$ cat config.mk
export PLATFORM = sky130hd
export DESIGN_NAME = humming_stream_ctrl
export DESIGN_NICKNAME = d
export VERILOG_FILES = /design/src/rtl/humming_pkg.sv /design/src/rtl/humming_sync_fifo.sv /design/src/rtl/humming_stream_ctrl.sv
export SDC_FILE = /design/constraint.sdc
export NUM_CORES = 1
export LEC_CHECK = 0
export ABC_AREA = 1
export CAP_MARGIN = 5
export CORE_ASPECT_RATIO = 1.1
export CORE_MARGIN = 2
export CORE_UTILIZATION = 46
export CTS_CLUSTER_SIZE = 16
export DETAILED_ROUTE_END_ITERATION = 8
export HOLD_SLACK_MARGIN = 0.12
export PLACE_DENSITY_LB_ADDON = 0.12
export SETUP_SLACK_MARGIN = 0.4
export SYNTH_ARGS = -nofsm -noshare
export SYNTH_HDL_FRONTEND = slang
export SYNTH_SLANG_ARGS = --single-unit
$ cat constraint.sdc
create_clock -name clk -period 2.7 [get_ports clk]
set_input_delay 0.54 -clock clk [delete_from_list [all_inputs] [get_ports clk]]
set_output_delay 0.54 -clock clk [all_outputs]
set_load 0.01 [all_outputs]
$ cat src/rtl/humming_pkg.sv
// Shared FSM state and cipher-mode encodings for the humming stream controller.
package humming_pkg;

  typedef enum logic [2:0] {
    ST_IDLE,
    ST_INIT,
    ST_STREAM,
    ST_WAIT_CORE,
    ST_FINISH
  } state_t;

  localparam logic MODE_ENC = 1'b0;
  localparam logic MODE_DEC = 1'b1;

endpackage

$ cat src/rtl/humming_sync_fifo.sv
// Synchronous FIFO with a combinational head; push/pop land on the clock edge and are legal together.
// A push while full is dropped, a pop while empty is ignored, and flush empties it in one cycle (over a push).
module humming_sync_fifo #(
  parameter int DATA_W     = 16,
  parameter int FIFO_DEPTH = 4
) (
  input  logic              clk,
  input  logic              reset,
  input  logic              flush,
  input  logic              push,
  input  logic [DATA_W-1:0] push_data,
  input  logic              pop,
  output logic [DATA_W-1:0] head,
  output logic              empty,
  output logic              full
);
  localparam int AW = (FIFO_DEPTH > 1) ? $clog2(FIFO_DEPTH) : 1;
  localparam logic [AW:0] PTR_ONE = 1;

  logic [DATA_W-1:0] mem [FIFO_DEPTH];
  logic [AW:0]       wr_ptr, rd_ptr;
  logic              do_push, do_pop;

  // Pointers carry one wrap bit so full and empty are distinguishable.
  assign empty   = (wr_ptr == rd_ptr);
  assign full    = (wr_ptr[AW] != rd_ptr[AW]) && (wr_ptr[AW-1:0] == rd_ptr[AW-1:0]);
  assign do_push = push & ~full;
  assign do_pop  = pop & ~empty;
  assign head    = mem[rd_ptr[AW-1:0]];

  always_ff @(posedge clk) begin
    if (reset || flush) begin
      wr_ptr <= '0;
      rd_ptr <= '0;
    end else begin
      if (do_push) wr_ptr <= wr_ptr + PTR_ONE;
      if (do_pop)  rd_ptr <= rd_ptr + PTR_ONE;
    end
  end

  always_ff @(posedge clk) begin
    if (do_push && !flush) mem[wr_ptr[AW-1:0]] <= push_data;
  end

endmodule

$ cat src/rtl/humming_stream_ctrl.sv
// Session controller feeding a one-word-in-flight cipher core from an input FIFO; core_load issues combinationally off the FIFO head.
// Backpressure: in_ready drops while the FIFO is full or on abort; a held out_valid stalls issue until out_ready.
module humming_stream_ctrl
  import humming_pkg::*;
#(
  parameter int DATA_W      = 16,
  parameter int FIFO_DEPTH  = 4,
  parameter int INIT_CYCLES = 4,
  parameter int LEN_W       = 16
) (
  input  logic              clk,
  input  logic              reset,
  input  logic              start,
  input  logic              mode,
  input  logic [LEN_W-1:0]  sess_len,
  input  logic [DATA_W-1:0] nonce0,
  input  logic [DATA_W-1:0] nonce1,
  input  logic [DATA_W-1:0] nonce2,
  input  logic [DATA_W-1:0] nonce3,
  input  logic              abort,
  input  logic              in_valid,
  output logic              in_ready,
  input  logic [DATA_W-1:0] in_data,
  output logic              out_valid,
  input  logic              out_ready,
  output logic [DATA_W-1:0] out_data,
  output logic              core_init,
  output logic              core_mode,
  output logic              core_load,
  output logic [DATA_W-1:0] core_din,
  input  logic [DATA_W-1:0] core_dout,
  input  logic              core_done,
  output logic              busy,
  output logic              sess_done,
  output logic [LEN_W-1:0]  word_cnt
);
  localparam int CW = $clog2(INIT_CYCLES + 1);

  state_t            state, state_nxt;
  logic [CW-1:0]     init_cnt;
  logic [LEN_W-1:0]  len_q, issue_cnt;
  logic [DATA_W-1:0] nonce_sum, fifo_head;
  logic              mode_q;
  logic              fifo_empty, fifo_full, fifo_push, fifo_flush;
  logic              out_hs, last_hs, init_last, issue, launch;
  logic              unused_nonce;

  // Only nonce0 and nonce2 feed the core's init word.
  assign unused_nonce = ^{nonce1, nonce3};

  assign busy       = (state != ST_IDLE);
  assign launch     = (state == ST_IDLE) && start && !abort;
  assign in_ready   = busy & ~fifo_full & ~abort;
  assign fifo_push  = in_valid & in_ready;
  assign fifo_flush = (busy & abort) | (state == ST_FINISH);
  assign out_hs     = out_valid & out_ready;
  assign last_hs    = out_hs && ((word_cnt + LEN_W'(1)) == len_q);
  assign init_last  = (init_cnt == CW'(INIT_CYCLES - 1));
  // Issue only into an output slot that is empty or draining this cycle, and never past sess_len.
  assign issue      = (state == ST_STREAM) && !abort && !fifo_empty &&
                      (issue_cnt < len_q) && (!out_valid || out_ready);

  assign core_init  = (state == ST_INIT);
  assign core_load  = issue;
  assign core_din   = core_init ? nonce_sum : (issue ? fifo_head : '0);
  assign core_mode  = mode_q;
  assign sess_done  = (state == ST_FINISH) && !abort;

  always_comb begin
    state_nxt = state;
    unique case (state)
      ST_IDLE:      if (launch) state_nxt = ST_INIT;
      ST_INIT:      if (init_last) state_nxt = (len_q == '0) ? ST_FINISH : ST_STREAM;
      ST_STREAM: begin
        if (last_hs)    state_nxt = ST_FINISH;
        else if (issue) state_nxt = ST_WAIT_CORE;
      end
      ST_WAIT_CORE: if (core_done) state_nxt = ST_STREAM;
      ST_FINISH:    state_nxt = ST_IDLE;
      default:      state_nxt = ST_IDLE;
    endcase
    if (busy && abort) state_nxt = ST_IDLE;
  end

  always_ff @(posedge clk) begin
    if (reset) begin
      state     <= ST_IDLE;
      init_cnt  <= '0;
      len_q     <= '0;
      issue_cnt <= '0;
      nonce_sum <= '0;
      mode_q    <= MODE_ENC;
      word_cnt  <= '0;
      out_valid <= 1'b0;
      out_data  <= '0;
    end else begin
      state    <= state_nxt;
      init_cnt <= core_init ? init_cnt + CW'(1) : '0;
      if (launch) begin
        mode_q    <= mode;
        len_q     <= sess_len;
        nonce_sum <= nonce0 + nonce2;
        issue_cnt <= '0;
        word_cnt  <= '0;
      end else begin
        if (issue)  issue_cnt <= issue_cnt + LEN_W'(1);
        if (out_hs) word_cnt  <= word_cnt + LEN_W'(1);
      end
      // A core_done outside WAIT_CORE (e.g. after abort) is dropped here.
      if (busy && abort) begin
        out_valid <= 1'b0;
      end else if ((state == ST_WAIT_CORE) && core_done) begin
        out_valid <= 1'b1;
        out_data  <= core_dout;
      end else if (out_hs) begin
        out_valid <= 1'b0;
      end
    end
  end

  humming_sync_fifo #(
    .DATA_W    (DATA_W),
    .FIFO_DEPTH(FIFO_DEPTH)
  ) u_fifo (
    .clk      (clk),
    .reset    (reset),
    .flush    (fifo_flush),
    .push     (fifo_push),
    .push_data(in_data),
    .pop      (issue),
    .head     (fifo_head),
    .empty    (fifo_empty),
    .full     (fifo_full)
  );

endmodule
==> results of run 1 <==
worst max-delay path by stage:
stage	startpoint	end	cells after the start
after floorplan	len_q[15]	core_din[0]	12
after global placement	nonce0[0]	nonce_sum[12]	15
after detailed placement	len_q[14]	core_din[7]	13
after CTS	len_q[14]	core_din[10]	13
after global routing	len_q[14]	core_din[10]	13
final	len_q[7]	core_din[10]	13
worst max-delay path, stage by stage, from the launching register on:
cell,delay (ns)
dfxtp_2,0.33
inv_1,0.08
ha_4,0.28
nand2_2,0.06
inv_1,0.07
nand3_2,0.06
a21oi_2,0.16
o21ai_2,0.10
nand4_2,0.14
inv_4,0.06
buf_12,0.13
clkbuf_16,0.15
a32o_2,0.22
buf_6,0.13
power by group through the flow:
stage	registers (mW)	clock network [mW]	logic, mW
floorplan	2.75	0	0.623
global placement	2.75	0	1.21
detailed placement	2.75	0	1.22
CTS	2.71	2.53	1.36
global route	2.72	2.63	1.55
finish	2.71	2.50	1.42
stage by stage:
stage          instance area [um^2]  utilization  cells
2_1_floorplan                  8119            -    989
3_3_place_gp                  10410       0.6072   1416
3_5_place_dp                  10410       0.6072   1416
4_1_cts                       11410       0.6658   1462
5_1_grt                       11610       0.6773   1466
6_report                      11610       0.6773   1466
kinds of logic after synthesis:
group,count (synthesis),share of synthesized area
adders and majority gates,40,0.06263
and+or+nand+nor,410,0.2184
xor gates and xnor gates,18,0.02468
buffers and inverters,148,0.07080
DFF,160,0.4739
AOI/OAI and AO/OA,213,0.1496
cell type report:
| cell class | instances | share of cell area |
|---|---|---|
| Clock inverter | 14 | 0.01552 |
| Multi-Input combinational cell | 681 | 0.3537 |
| Clock buffer | 18 | 0.03697 |
| Inverter | 118 | 0.03880 |
| Tap cell | 234 | 0.02522 |
| Timing Repair Buffer | 241 | 0.1967 |
| Sequential cell | 160 | 0.3331 |
metal layers:
| layer | global-route usage | wire length (um) |
|---|---|---|
| met5 | 0 | 11 |
| met4 | 0.09239 | 528 |
| met3 | 0.03822 | 948 |
| met2 | 0.4479 | 12020 |
| met1 | 0.2869 | 9070 |
what timing repair did:
item	in CTS	in global routing
cloned	1	1
resized for setup	170	51
setup buffers	13	3
endpoints found under the setup margin	25	30
pin swaps	27	19
sequential cells by signal (all words and copies together), names as in the netlist, named ones only:
| register | cells |
|---|---|
| out_valid | 1 |
| out_data | 16 |
| nonce_sum | 16 |
| u_fifo.mem | 64 |
| u_fifo.rd_ptr | 3 |
| word_cnt | 16 |
| len_q | 16 |
| issue_cnt | 16 |
| state | 3 |
| core_mode | 1 |
| u_fifo.wr_ptr | 3 |
| init_cnt | 3 |
cells in the mapped netlist (7+ instances only):
library cell,count
buf_2,9
clkbuf_1,18
nor3_1,10
o22ai_1,9
o211ai_1,7
o21ai_0,97
dfxtp_1,96
nor2_1,145
xor2_1,13
ha_1,39
o32ai_1,17
nand2_1,165
edfxtp_1,64
a21oi_1,60
inv_1,116
nand3_1,50
==> run_results.csv, run 1 <==
group,metric,value,unit
worst_setup_path,worstSetupStartpointType,"flop",
power,combinationalPowerShare,0.214,
timing,max_freq,340.8,MHz
placed_design,dp_hpwl,15.86,mm
worst_setup_path,r2r_end,"issue_cnt[8]",
cts,cts_buffer_depth,2,
worst_setup_path,worstReg2RegStart,"len_q[9]",
worst_setup_path,cp-end-kind,"output port",
worst_setup_path,critPathKind,"flop to output port",
power,p_clk_frac,0.377,
timing,clock_skew,0.006796,ns
timing,hold_violations,0,
power,finalPower,6.639,mW
floorplan,core,17140,um^2
status,status,"finished, violations left",
cells_and_area,multi_input_area,4106,um^2
cts,cts_tree,"yes",
yosys,ys_seq_area_frac,0.4739,
yosys,synth_top_cell_by_area,"dfxtp_1",
routing,routedWlPerCell,15.40,um
power,p_sw_frac,0.2820,
timing,setup_ws,-0.2347,ns
min_path,hp-start,"init_cnt[0]",
power,peakVddDrop,0.4963,mV
timing,fin_crit_sh,1.087,
cells_and_area,synthToLayoutAreaGrowth,43.13,%
worst_setup_path,reg2reg_setup_slack,0.60,ns
min_path,hold_depth,1,
timing,tightest_slew,0.6354,ns
global_route,antenna_found_initial,1,
global_route,grtUsageTotal,0.2453,
cells_and_area,final_cell_mix,"nand2_1 (148), nor2_1 (142), clkdlybuf4s50_1 (114)",
cells_and_area,layout-drive-gt1-share,0.2192,
power,p_seq_frac,0.409,
yosys,ys_warn_count,0,
timing,tns,-2.484,ns
min_path,hold_class,"flop to flop",
routing,ant_nets,0,
status,violations,"negative setup slack",
floorplan,die_h,143.3,um
timing,rsz0062_at_grt,"true",
routing,route.vias.total,7592,
placed_design,place_ws,-0.3110,ns
floorplan,ios,175,
timing,drv_slew,0,
worst_setup_path,cp_max_fo,5,
routing,dr.pass1.iters,5,
yosys,netlist.area_leader.share,0.2369,
timing,hold_slack,0.4306,ns
cts,cts_made_buffers,17,
timing,finalCriticalPeriod,2.935,ns
floorplan,start_util,0.4732,
routing,drc,0,
routing,routed_via_density,5.179,
timing,max_slew_margin,0.5759,
routing,drt_iter0_markers,463,
yosys,async_flop_share,0,
floorplan,num_rows,50,
cells_and_area,ff_latch_area,3867,um^2
cts,cts.sinks,160,
cells_and_area,n_fill_cell,1443,
cts,path_clk_slew,0.07,ns
cts,clk_latency,0.43,ns
yosys,synth_nets,1149,
min_path,min_to,"init_cnt[0]",
power,p_leak,4.720,nW
placed_design,portBuffers,142,
global_route,grt_max_degree,33,
placed_design,place.gp.congestion,0.8764,
cells_and_area,final_common_cell,"nand2_1",
yosys,syn_avg_cell_area,8.202,um^2
yosys,ys.flop_type,"dfxtp_1",
floorplan,dieArea,18710,um^2
timing,setup_viol,17,
yosys,syn_inst,989,
yosys,ys_types,51,
cts,cts-htree-levels,4,
worst_setup_path,crit_arrival,2.39,ns
yosys,netlist_area,8112,um^2
global_route,overflow,0,
yosys,synthTopCellsByArea,"dfxtp_1 (24%), edfxtp_1 (24%), nand2_1 (7.6%)",
flow_run,cap_viol_max_count,0,
global_route,grt_pass1_vias,7231,
yosys,synth-edff-count,64,
cells_and_area,nNetsFinal,1379,
power,power.density,571.9,nW/um^2
cells_and_area,n_antenna_cell,0,
cts,cts_hold_buf,0,
cts,cts_root_buf,"clkbuf_16",
floorplan,die_w,130.6,um
worst_setup_path,rr_worst_depth,12,
global_route,grt_pass1_wl,35.48,mm
power,p_sw,1.872,mW
yosys,synth_seq_cells,160,
power,p_int,4.767,mW
worst_setup_path,cp.required,2.16,ns
routing,wl,22.58,mm
No activity file was read; power rests on OpenSTA's default activity.
==> run 2, diff against run 1 <==
--- a/config.mk
+++ b/config.mk
@@ -13,7 +13,7 @@
 export CTS_CLUSTER_SIZE = 16
 export DETAILED_ROUTE_END_ITERATION = 8
 export HOLD_SLACK_MARGIN = 0.12
-export PLACE_DENSITY_LB_ADDON = 0.12
+export PLACE_DENSITY_LB_ADDON = 0.1
 export SETUP_SLACK_MARGIN = 0.4
 export SYNTH_ARGS = -nofsm -noshare
 export SYNTH_HDL_FRONTEND = slang
==> run 2 against run 1 <==
Compared with the run above:
- worst setup slack improved by 0.11 ns
- sequential share of layout area increased by 0.54 points
- the run still ends with negative setup slack left
- critical path depth unchanged
- sequential power about the same
- via count decreased by 2.3%
- sequential cell count unchanged
- critical endpoint unchanged
- first-iteration DRC count decreased by 12%
- clock skew about the same
==> run_results.csv, run 2 (synthesis results as in run 1) <==
group,metric,value,unit
floorplan,dieArea,18710,um^2
timing,hold_violations,0,
timing,fin_crit_sh,1.048,
global_route,grtUsageTotal,0.2418,
cts,cts_tree,"yes",
cts,clk_latency,0.43,ns
power,peakVddDrop,0.4835,mV
cells_and_area,fin_util,0.6662,
cts,cts-htree-levels,4,
worst_setup_path,cp_max_fo,5,
worst_setup_path,critPathKind,"flop to output port",
global_route,grt_pass1_wl,34.92,mm
worst_setup_path,crit_arrival,2.29,ns
timing,rsz0062_at_grt,"true",
routing,dr.pass1.iters,5,
cells_and_area,largest_reg_flops,64,
cts,cts_made_buffers,17,
worst_setup_path,worstSetupStartpointType,"flop",
cells_and_area,nNetsFinal,1361,
routing,wl,22.20,mm
cells_and_area,final_common_cell,"nand2_1",
floorplan,num_rows,50,
cts,cts_buffer_depth,2,
worst_setup_path,cp.required,2.16,ns
cts,path_clk_slew,0.07,ns
status,violations,"negative setup slack",
timing,max_freq,353.5,MHz
worst_setup_path,cp-end-kind,"output port",
timing,finalCriticalPeriod,2.829,ns
routing,route.vias.total,7420,
routing,routed_via_density,5.124,
routing,drc,0,
global_route,antenna_found_initial,0,
cts,cts_root_buf,"clkbuf_16",
placed_design,portBuffers,142,
cells_and_area,layout-drive-gt1-share,0.2059,
cts,cts.sinks,160,
routing,routedWlPerCell,15.33,um
flow_run,cap_viol_max_count,0,
floorplan,die_w,130.6,um
timing,clock_skew,0.007229,ns
status,status,"finished, violations left",
routing,drt_iter0_markers,409,
cells_and_area,synthToLayoutAreaGrowth,40.78,%
floorplan,ios,175,
timing,tightest_slew,0.5370,ns
floorplan,core,17140,um^2
placed_design,place.gp.congestion,0.8552,
timing,setup_viol,17,
timing,tns,-1.183,ns
timing,drv_slew,0,
routing,ant_nets,0,
cells_and_area,n_antenna_cell,0,
global_route,grt_max_degree,46,
power,power.density,569.5,nW/um^2
min_path,hold_class,"flop to flop",
cells_and_area,final_cell_mix,"nand2_1 (151), nor2_1 (142), clkdlybuf4s50_1 (118)",
global_route,grt_pass1_vias,7109,
power,p_leak,4.521,nW
timing,hold_slack,0.4339,ns
floorplan,start_util,0.4732,
floorplan,die_h,143.3,um
timing,max_slew_margin,0.6396,
global_route,overflow,0,
timing,setup_ws,-0.1290,ns
placed_design,dp_hpwl,15.83,mm
-- run 2: critical path, stage by stage (launching register included) --
cell	delay [ns]
dfxtp_2	0.33
inv_2	0.05
ha_4	0.27
nand2_4	0.05
inv_2	0.06
nand3_4	0.09
nor3_4	0.14
o21ai_2	0.09
nand4_2	0.10
inv_4	0.07
buf_12	0.12
buf_16	0.13
a32o_1	0.19
buf_2	0.14
-- run 2: per-layer routing --
| layer | routed length [um] | GRT usage | up-vias |
|---|---|---|---|
| met5 | 0 | 0 | - |
| met4 | 534 | 0.09071 | 0 |
| met3 | 913 | 0.04309 | 37 |
| met2 | 11520 | 0.4380 | 166 |
| met1 | 9233 | 0.2824 | 3455 |
| li1 | - | - | 3762 |
-- run 2: per-stage QoR --
stage	cell area, um^2	setup WS, ns	cells	total power [mW]
2_1_floorplan	8119	0.4164	989	3.373
3_3_place_gp	10310	-0.2722	1405	3.932
3_5_place_dp	10310	-0.2633	1405	3.947
4_1_cts	11140	-0.1867	1446	6.434
5_1_grt	11420	-0.1975	1448	6.783
6_report	11420	-0.1290	1448	6.504
-- run 2: cell type report --
cell class              count  area [um^2]
fillers                  1416         5722
multi-input cells         681         4103
flip-flops and latches    160         3866
repair buffers            223         2116
inverters                 118        447.9
clock buffers              17        425.4
well taps                 234        292.8
clock inverters            15        168.9
-- run 2: where the power goes --
group          switching (mW)  internal [mW]
Clock                    1.12           1.32
Sequential             0.0759           2.64
Combinational           0.750          0.599
-- run 2: worst paths after layout --
check | from | to | slack [ns] | cells after the start
setup / recovery | len_q[14] | core_din[10] | -0.13 | 13
hold reg to reg | init_cnt[0] | init_cnt[0] | 0.43 | 1
setup reg to reg | word_cnt[1] | state[1] | 0.61 | 15
hold / removal | init_cnt[0] | init_cnt[0] | 0.43 | 1
-- run 2: what timing repair did --
action / 4_1_cts / 5_1_grt
setup endpoints to repair: 28 / 48
buffers inserted: 7 / 2
hold buffers: 0 / 0
pin swaps: 28 / 18
gates cloned: 2 / 0
hold endpoints to repair: 0 / 0
resized for setup: 141 / 72
==> RTL change 1: new RTL, config.mk and constraints of run 1 <==
Change the parameter `INIT_CYCLES` from 4 to 2.
--- a/src/rtl/humming_stream_ctrl.sv
+++ b/src/rtl/humming_stream_ctrl.sv
@@ -7,3 +7,3 @@
   parameter int FIFO_DEPTH  = 4,
-  parameter int INIT_CYCLES = 4,
+  parameter int INIT_CYCLES = 2,
   parameter int LEN_W       = 16
Function: changed (a bounded check fails within 4 cycles, from zero or initial values and one cycle with reset high).
==> RTL change 1 against run 1 <==
The run still ends with negative setup slack left. Setup slack gained 0.064 ns. Non-clock buffer count increased by 14. Largest power group unchanged. Wire length is 1.1% higher. Power fell by 0.61%. Count of clock-buffer cells in the layout decreased by 1. Final area about the same. First-iteration DRC count fell by 12%. Sequential cell count decreased by 1. Area after synthesis is 0.66% lower. Critical endpoint is now core_din[14].
==> RTL change 1: results (changes against run 1) <==
## Logic synthesis
- Synth warnings: 0, unchanged
- portion of the post-synthesis area used by sequential elements: 47.5%, +0.068 points
- number of distinct standard cells referenced by the synthesized netlist: 45, -12%
- cell types with the highest counts after synthesis: 172 x sky130_fd_sc_hd__nand2_1, 130 x sky130_fd_sc_hd__nor2_1, 118 x sky130_fd_sc_hd__inv_1, 95 x sky130_fd_sc_hd__dfxtp_1, 94 x sky130_fd_sc_hd__o21ai_0
- cell count after synthesis: 988, -0.10%
- total nets after synthesis: 1148, -0.087%
- top post-synthesis cells by area: sky130_fd_sc_hd__edfxtp_1 24%, sky130_fd_sc_hd__dfxtp_1 24%, sky130_fd_sc_hd__nand2_1 8.0%, sky130_fd_sc_hd__ha_1 6.1%, sky130_fd_sc_hd__nor2_1 6.1%

## STA
- post-route setup slack: -0.171 ns, +0.0640 ns
- largest clock skew in the final design: 0.00938 ns, +0.00259 ns
- setup violators final: 17, unchanged
- Tightest Pin Transition: 0.711 ns, +0.0757 ns

## Global route
- first-pass GRT wire length: 35200 um, -0.72%
- gr usage total: 24.6%, +0.11 points
- number of global-route vias before repair: 7239, +0.11%
- maximum number of pins on one net before global-route repair: 34, +3.0%
- initial antenna violation count: 0, -1

## Clocking
- number of buffers created by CTS: 17, unchanged

## Setup path
- setup slack on the worst flop-to-flop path: -0.02 ns, -0.62 ns
- endpoint arrival time on the critical path: 2.33 ns, -0.06 ns

## Routing
- Iter 0 DRT Violations: 409, -12%
- remaining routing DRC violations: 0, unchanged
- via/cell ratio: 5.15, -0.54%
- average routed wire per standard cell: 15.4 um, +0.14%

## Power
- Leak Pwr: 4.70 nW, -0.47%
- Cell Int Power: 4.57 mW, -4.0%
- highest ir drop seen on vdd: 0.502 mV, +1.2%

## Finish
- number of standard cells in the layout, taps in and fillers out: 1480, +0.95%
- Nets: 1393, +1.0%
- number of filler instances in the final layout: 1439, -0.28%
- share of post-route cells with drive strength above 1: 22.7%, +0.80 points

## Outcome
- failing checks: negative setup slack
- result of the run: complete, but fails checks

## Placed design
- Final HPWL DP: 16000 um, +0.71%
- weighted congestion reported at the end of routability-driven placement: 0.903, +3.0%
- DP Cell Count: 1418, +0.14%

## RTL change 1: cell count changes after synthesis, moves of 3 or more
cell,change
sky130_fd_sc_hd__o21ai_0,-3
sky130_fd_sc_hd__nor2_1,-15
sky130_fd_sc_hd__a21oi_1,+6
sky130_fd_sc_hd__nand2_1,+7
sky130_fd_sc_hd__nand3b_1,-3
sky130_fd_sc_hd__xnor2_1,+3
sky130_fd_sc_hd__and2_1,+3
sky130_fd_sc_hd__nand4_1,+10
sky130_fd_sc_hd__nand3_1,-6
sky130_fd_sc_hd__nor3_1,+5
## RTL change 1: critical path: cells and delay by family, from the launching register on
family | cells | cell delay (ns)
flops | 1 | 0.34
simple gates | 4 | 0.42
buf+inv | 6 | 0.62
compound gates | 2 | 0.24
fa+ha+maj | 1 | 0.27
## RTL change 1: cells by family (layout without fill, tap and decap cells)
family / Yosys count / in the layout / synth area share, %
DFF: 159 / 159 / 47.5
xor gates and xnor gates: 19 / 19 / 2.07
AOI/OAI and AO/OA: 209 / 209 / 14.6
and+or+nand+nor: 410 / 410 / 22.3
buffers and inverters: 151 / 409 / 7.25
adders and majority gates: 40 / 40 / 6.30
## RTL change 1: path summary, 6_finish.rpt
check | startpoint | endpoint | depth (start not counted)
max | len_q[15] | core_din[14] | 13
min | init_cnt[0] | init_cnt[0] | 1
max reg2reg | len_q[1] | state[1] | 22
min reg2reg | init_cnt[0] | init_cnt[0] | 1
## RTL change 1: layout make-up
type,count,area share (%)
multi-input cells,678,34.8
clock inverters,15,1.69
well taps,234,2.52
inverters,121,3.96
flip-flops and latches,159,33.1
repair inverters,1,0.0755
repair buffers,255,20.2
clock buffers,17,3.67
## RTL change 1: what timing repair did
| item | in CTS | in global routing |
|---|---|---|
| setup buffers | 19 | 10 |
| pin swaps | 24 | 25 |
| setup endpoints to repair | 25 | 43 |
| gates cloned | 1 | 0 |
| resized for setup | 148 | 78 |
## RTL change 1: metal layers
metal	track usage, %	wire length (um)
met1	28.8	9180
met3	5.25	1080
met5	0	0
met2	43.9	11900
met4	9.56	631
## RTL change 1: per-stage QoR
| stage | setup TNS (ns) | setup WS, ns | util, % |
|---|---|---|---|
| floorplan | 0 | 0.420 | - |
| global placement | -4.31 | -0.317 | 60.7 |
| detailed placement | -4.69 | -0.308 | 60.7 |
| CTS | -2.07 | -0.160 | 65.9 |
| global route | -3.26 | -0.253 | 67.9 |
| finish | -1.52 | -0.171 | 67.9 |
## RTL change 1: power groups by stage
stage | Clock, mW | Sequential, mW | Combinational (mW)
after floorplan | 0 | 2.74 | 0.616
after global placement | 0 | 2.74 | 1.20
after detailed placement | 0 | 2.74 | 1.21
after CTS | 2.51 | 2.69 | 1.31
after global routing | 2.62 | 2.71 | 1.57
final | 2.47 | 2.70 | 1.43
==> RTL change 2: new RTL, settings of run 1 <==
Made on the original files. Reset style: asynchronous (`reset`), changed in one clocked block.
--- a/src/rtl/humming_stream_ctrl.sv
+++ b/src/rtl/humming_stream_ctrl.sv
@@ -84,3 +84,3 @@
 
-  always_ff @(posedge clk) begin
+  always_ff @(posedge clk or posedge reset) begin
     if (reset) begin
Function: differs if reset is asserted again (counterexample within 4 cycles, from zero or initial values and one cycle with reset high); with reset held inactive, the same outputs for 10 cycles.
==> RTL change 2 against run 1 <==
The flow still finishes with violations (negative setup slack). Area after synthesis increased by 3.8%. Clock skew grew 0.0032 ns. Final area increased by 2.9%. Sequential cell count stayed put. Setup slack got worse by 0.0081 ns. Count of clock-buffer cells in the layout decreased by 1. Synthesized cell count shrank 5.4%. Wire length is 1.1% lower. Maximum frequency fell by 0.27%. Critical endpoint is now core_din[2]. Largest cell class is now sequential cells.
Power is not compared: it rests on default switching activity, and its combinational part moved more than twofold at a synthesized area within 25%.
==> RTL change 2: results (changes against run 1) <==
## Placed design
- Final HPWL DP: 15600 um, -1.3%
- weighted congestion reported at the end of routability-driven placement: 0.898, +2.5%
- port bufs: 142, unchanged

## Clocking
- Clock transition at path regs: 0.07 ns, about the same
- depth of the CTS H-tree: 4, unchanged
- Root Driver: sky130_fd_sc_hd__clkbuf_16
- buffers from clock root to sink, at most: 2, unchanged

## Setup path
- CP max-delay cell: sky130_fd_sc_hd__dfrtp_1
- kind of cell adding the most delay to the critical path: buffers and inverters
- critical path capture point: core_din[2]
- critical path's largest stage delay: 0.41 ns, +0.08 ns
- worst r2r path cells: 21, +9
- reg-to-reg startpoint: len_q[14]
- largest fanout on the critical path: 8, +3
- setup slack on the worst flop-to-flop path: -0.13 ns, -0.73 ns
- worst r2r dst: issue_cnt[6]
- Setup crit start: issue_cnt[15]

## Outcome
- failing checks: negative setup slack
- result of the run: complete, but fails checks

## STA
- largest clock skew in the final design: 0.00997 ns, +0.00317 ns
- post-route setup slack: -0.243 ns, -0.00807 ns
- worst slack on hold paths: 0.441 ns, +0.0105 ns
- setup violators final: 30, +13
- remaining max-slew budget at the tightest pin: 65.7%, +8.1 points

## Logic synthesis
- top post-synthesis cells by area: sky130_fd_sc_hd__dfrtp_1 26%, sky130_fd_sc_hd__edfxtp_1 23%, sky130_fd_sc_hd__nand2_1 8.3%, sky130_fd_sc_hd__ha_1 5.8%, sky130_fd_sc_hd__o21ai_0 4.6%
- portion of the post-synthesis area used by sequential elements: 50.9%, +3.5 points
- share of synthesized flip-flops with an asynchronous set or reset: 55.0%, +55 points
- number of distinct standard cells referenced by the synthesized netlist: 48, -5.9%
- cell types with the highest counts after synthesis: 187 x sky130_fd_sc_hd__nand2_1, 102 x sky130_fd_sc_hd__inv_1, 99 x sky130_fd_sc_hd__nor2_1, 88 x sky130_fd_sc_hd__dfrtp_1, 77 x sky130_fd_sc_hd__o21ai_0
- total nets after synthesis: 1096, -4.6%

## Global route
- maximum number of pins on one net before global-route repair: 70, +110%
- gr usage total: 23.1%, -1.5 points
- initial antenna violation count: 0, -1
- number of global-route vias before repair: 7124, -1.5%
- first-pass GRT wire length: 35400 um, -0.16%

## Finish
- share of post-route cells with drive strength above 1: 22.3%, +0.34 points
- Nets: 1351, -2.0%
- number of filler instances in the final layout: 1461, +1.2%

## Worst hold path
- startpoint of the most critical hold path: init_cnt[0]
- worst min-delay path endpoint: init_cnt[0]

## Routing
- average routed wire per standard cell: 15.5 um, +0.56%
- overall via count from detail_route: 7515, -1.0%
- Iter 0 DRT Violations: 339, -27%

## Power
- highest ir drop seen on vdd: 0.572 mV

==> RTL change 2: cells by family (layout without fill, tap and decap cells) <==
group           Yosys count  count (layout)  share of synthesized area [%]
simple gates            397             397                           20.5
compound gates          170             170                           12.0
flops                   160             160                           50.9
buf+inv                 132             400                           5.94
fa+ha+maj                40              40                           6.03
xor+xnor                 21              21                           2.51
mux                      16              16                           2.14
==> RTL change 2: area by class of cell <==
cell class	instances	area [sq um]	area share, %
clock inverters	15	191	1.60
well taps	238	298	2.49
inverters	108	414	3.47
repair buffers	260	2420	20.3
clock buffers	17	425	3.56
flip-flops and latches	160	4290	35.9
multi-input cells	644	3910	32.7
==> RTL change 2: power by group through the flow <==
| stage | Combinational (mW) | Clock [mW] | Sequential (mW) |
|---|---|---|---|
| after CTS | 3.10 | 2.50 | 3.24 |
| after global routing | 3.57 | 2.60 | 3.31 |
| after detailed placement | 3.00 | 0 | 3.28 |
| after global placement | 2.96 | 0 | 3.27 |
| after floorplan | 1.43 | 0 | 3.33 |
| final | 3.23 | 2.46 | 3.25 |
==> RTL change 2: timing repair <==
item                       CTS  global route
pin swaps                   12            19
gates resized for setup    120            48
cloned                       2             0
setup endpoints to repair   23            48
hold buffers                 0             0
buffers inserted            12            14
==> RTL change 2: metrics by stage <==
step | area, sq um | instances | TNS (ns)
3_3_place_gp | 10800 | 1382 | -3.78
3_5_place_dp | 10800 | 1382 | -3.76
5_1_grt | 12000 | 1442 | -8.10
2_1_floorplan | 8430 | 936 | 0
4_1_cts | 11700 | 1428 | -2.65
6_report | 12000 | 1442 | -4.32
==> RTL change 2: per-layer routing <==
metal	global-route usage, %	up-vias	wire (um)
li1	-	3703	-
met1	29.1	3565	9720
met2	39.5	217	11000
met3	4.39	30	1130
met4	8.17	0	533
met5	0	-	0
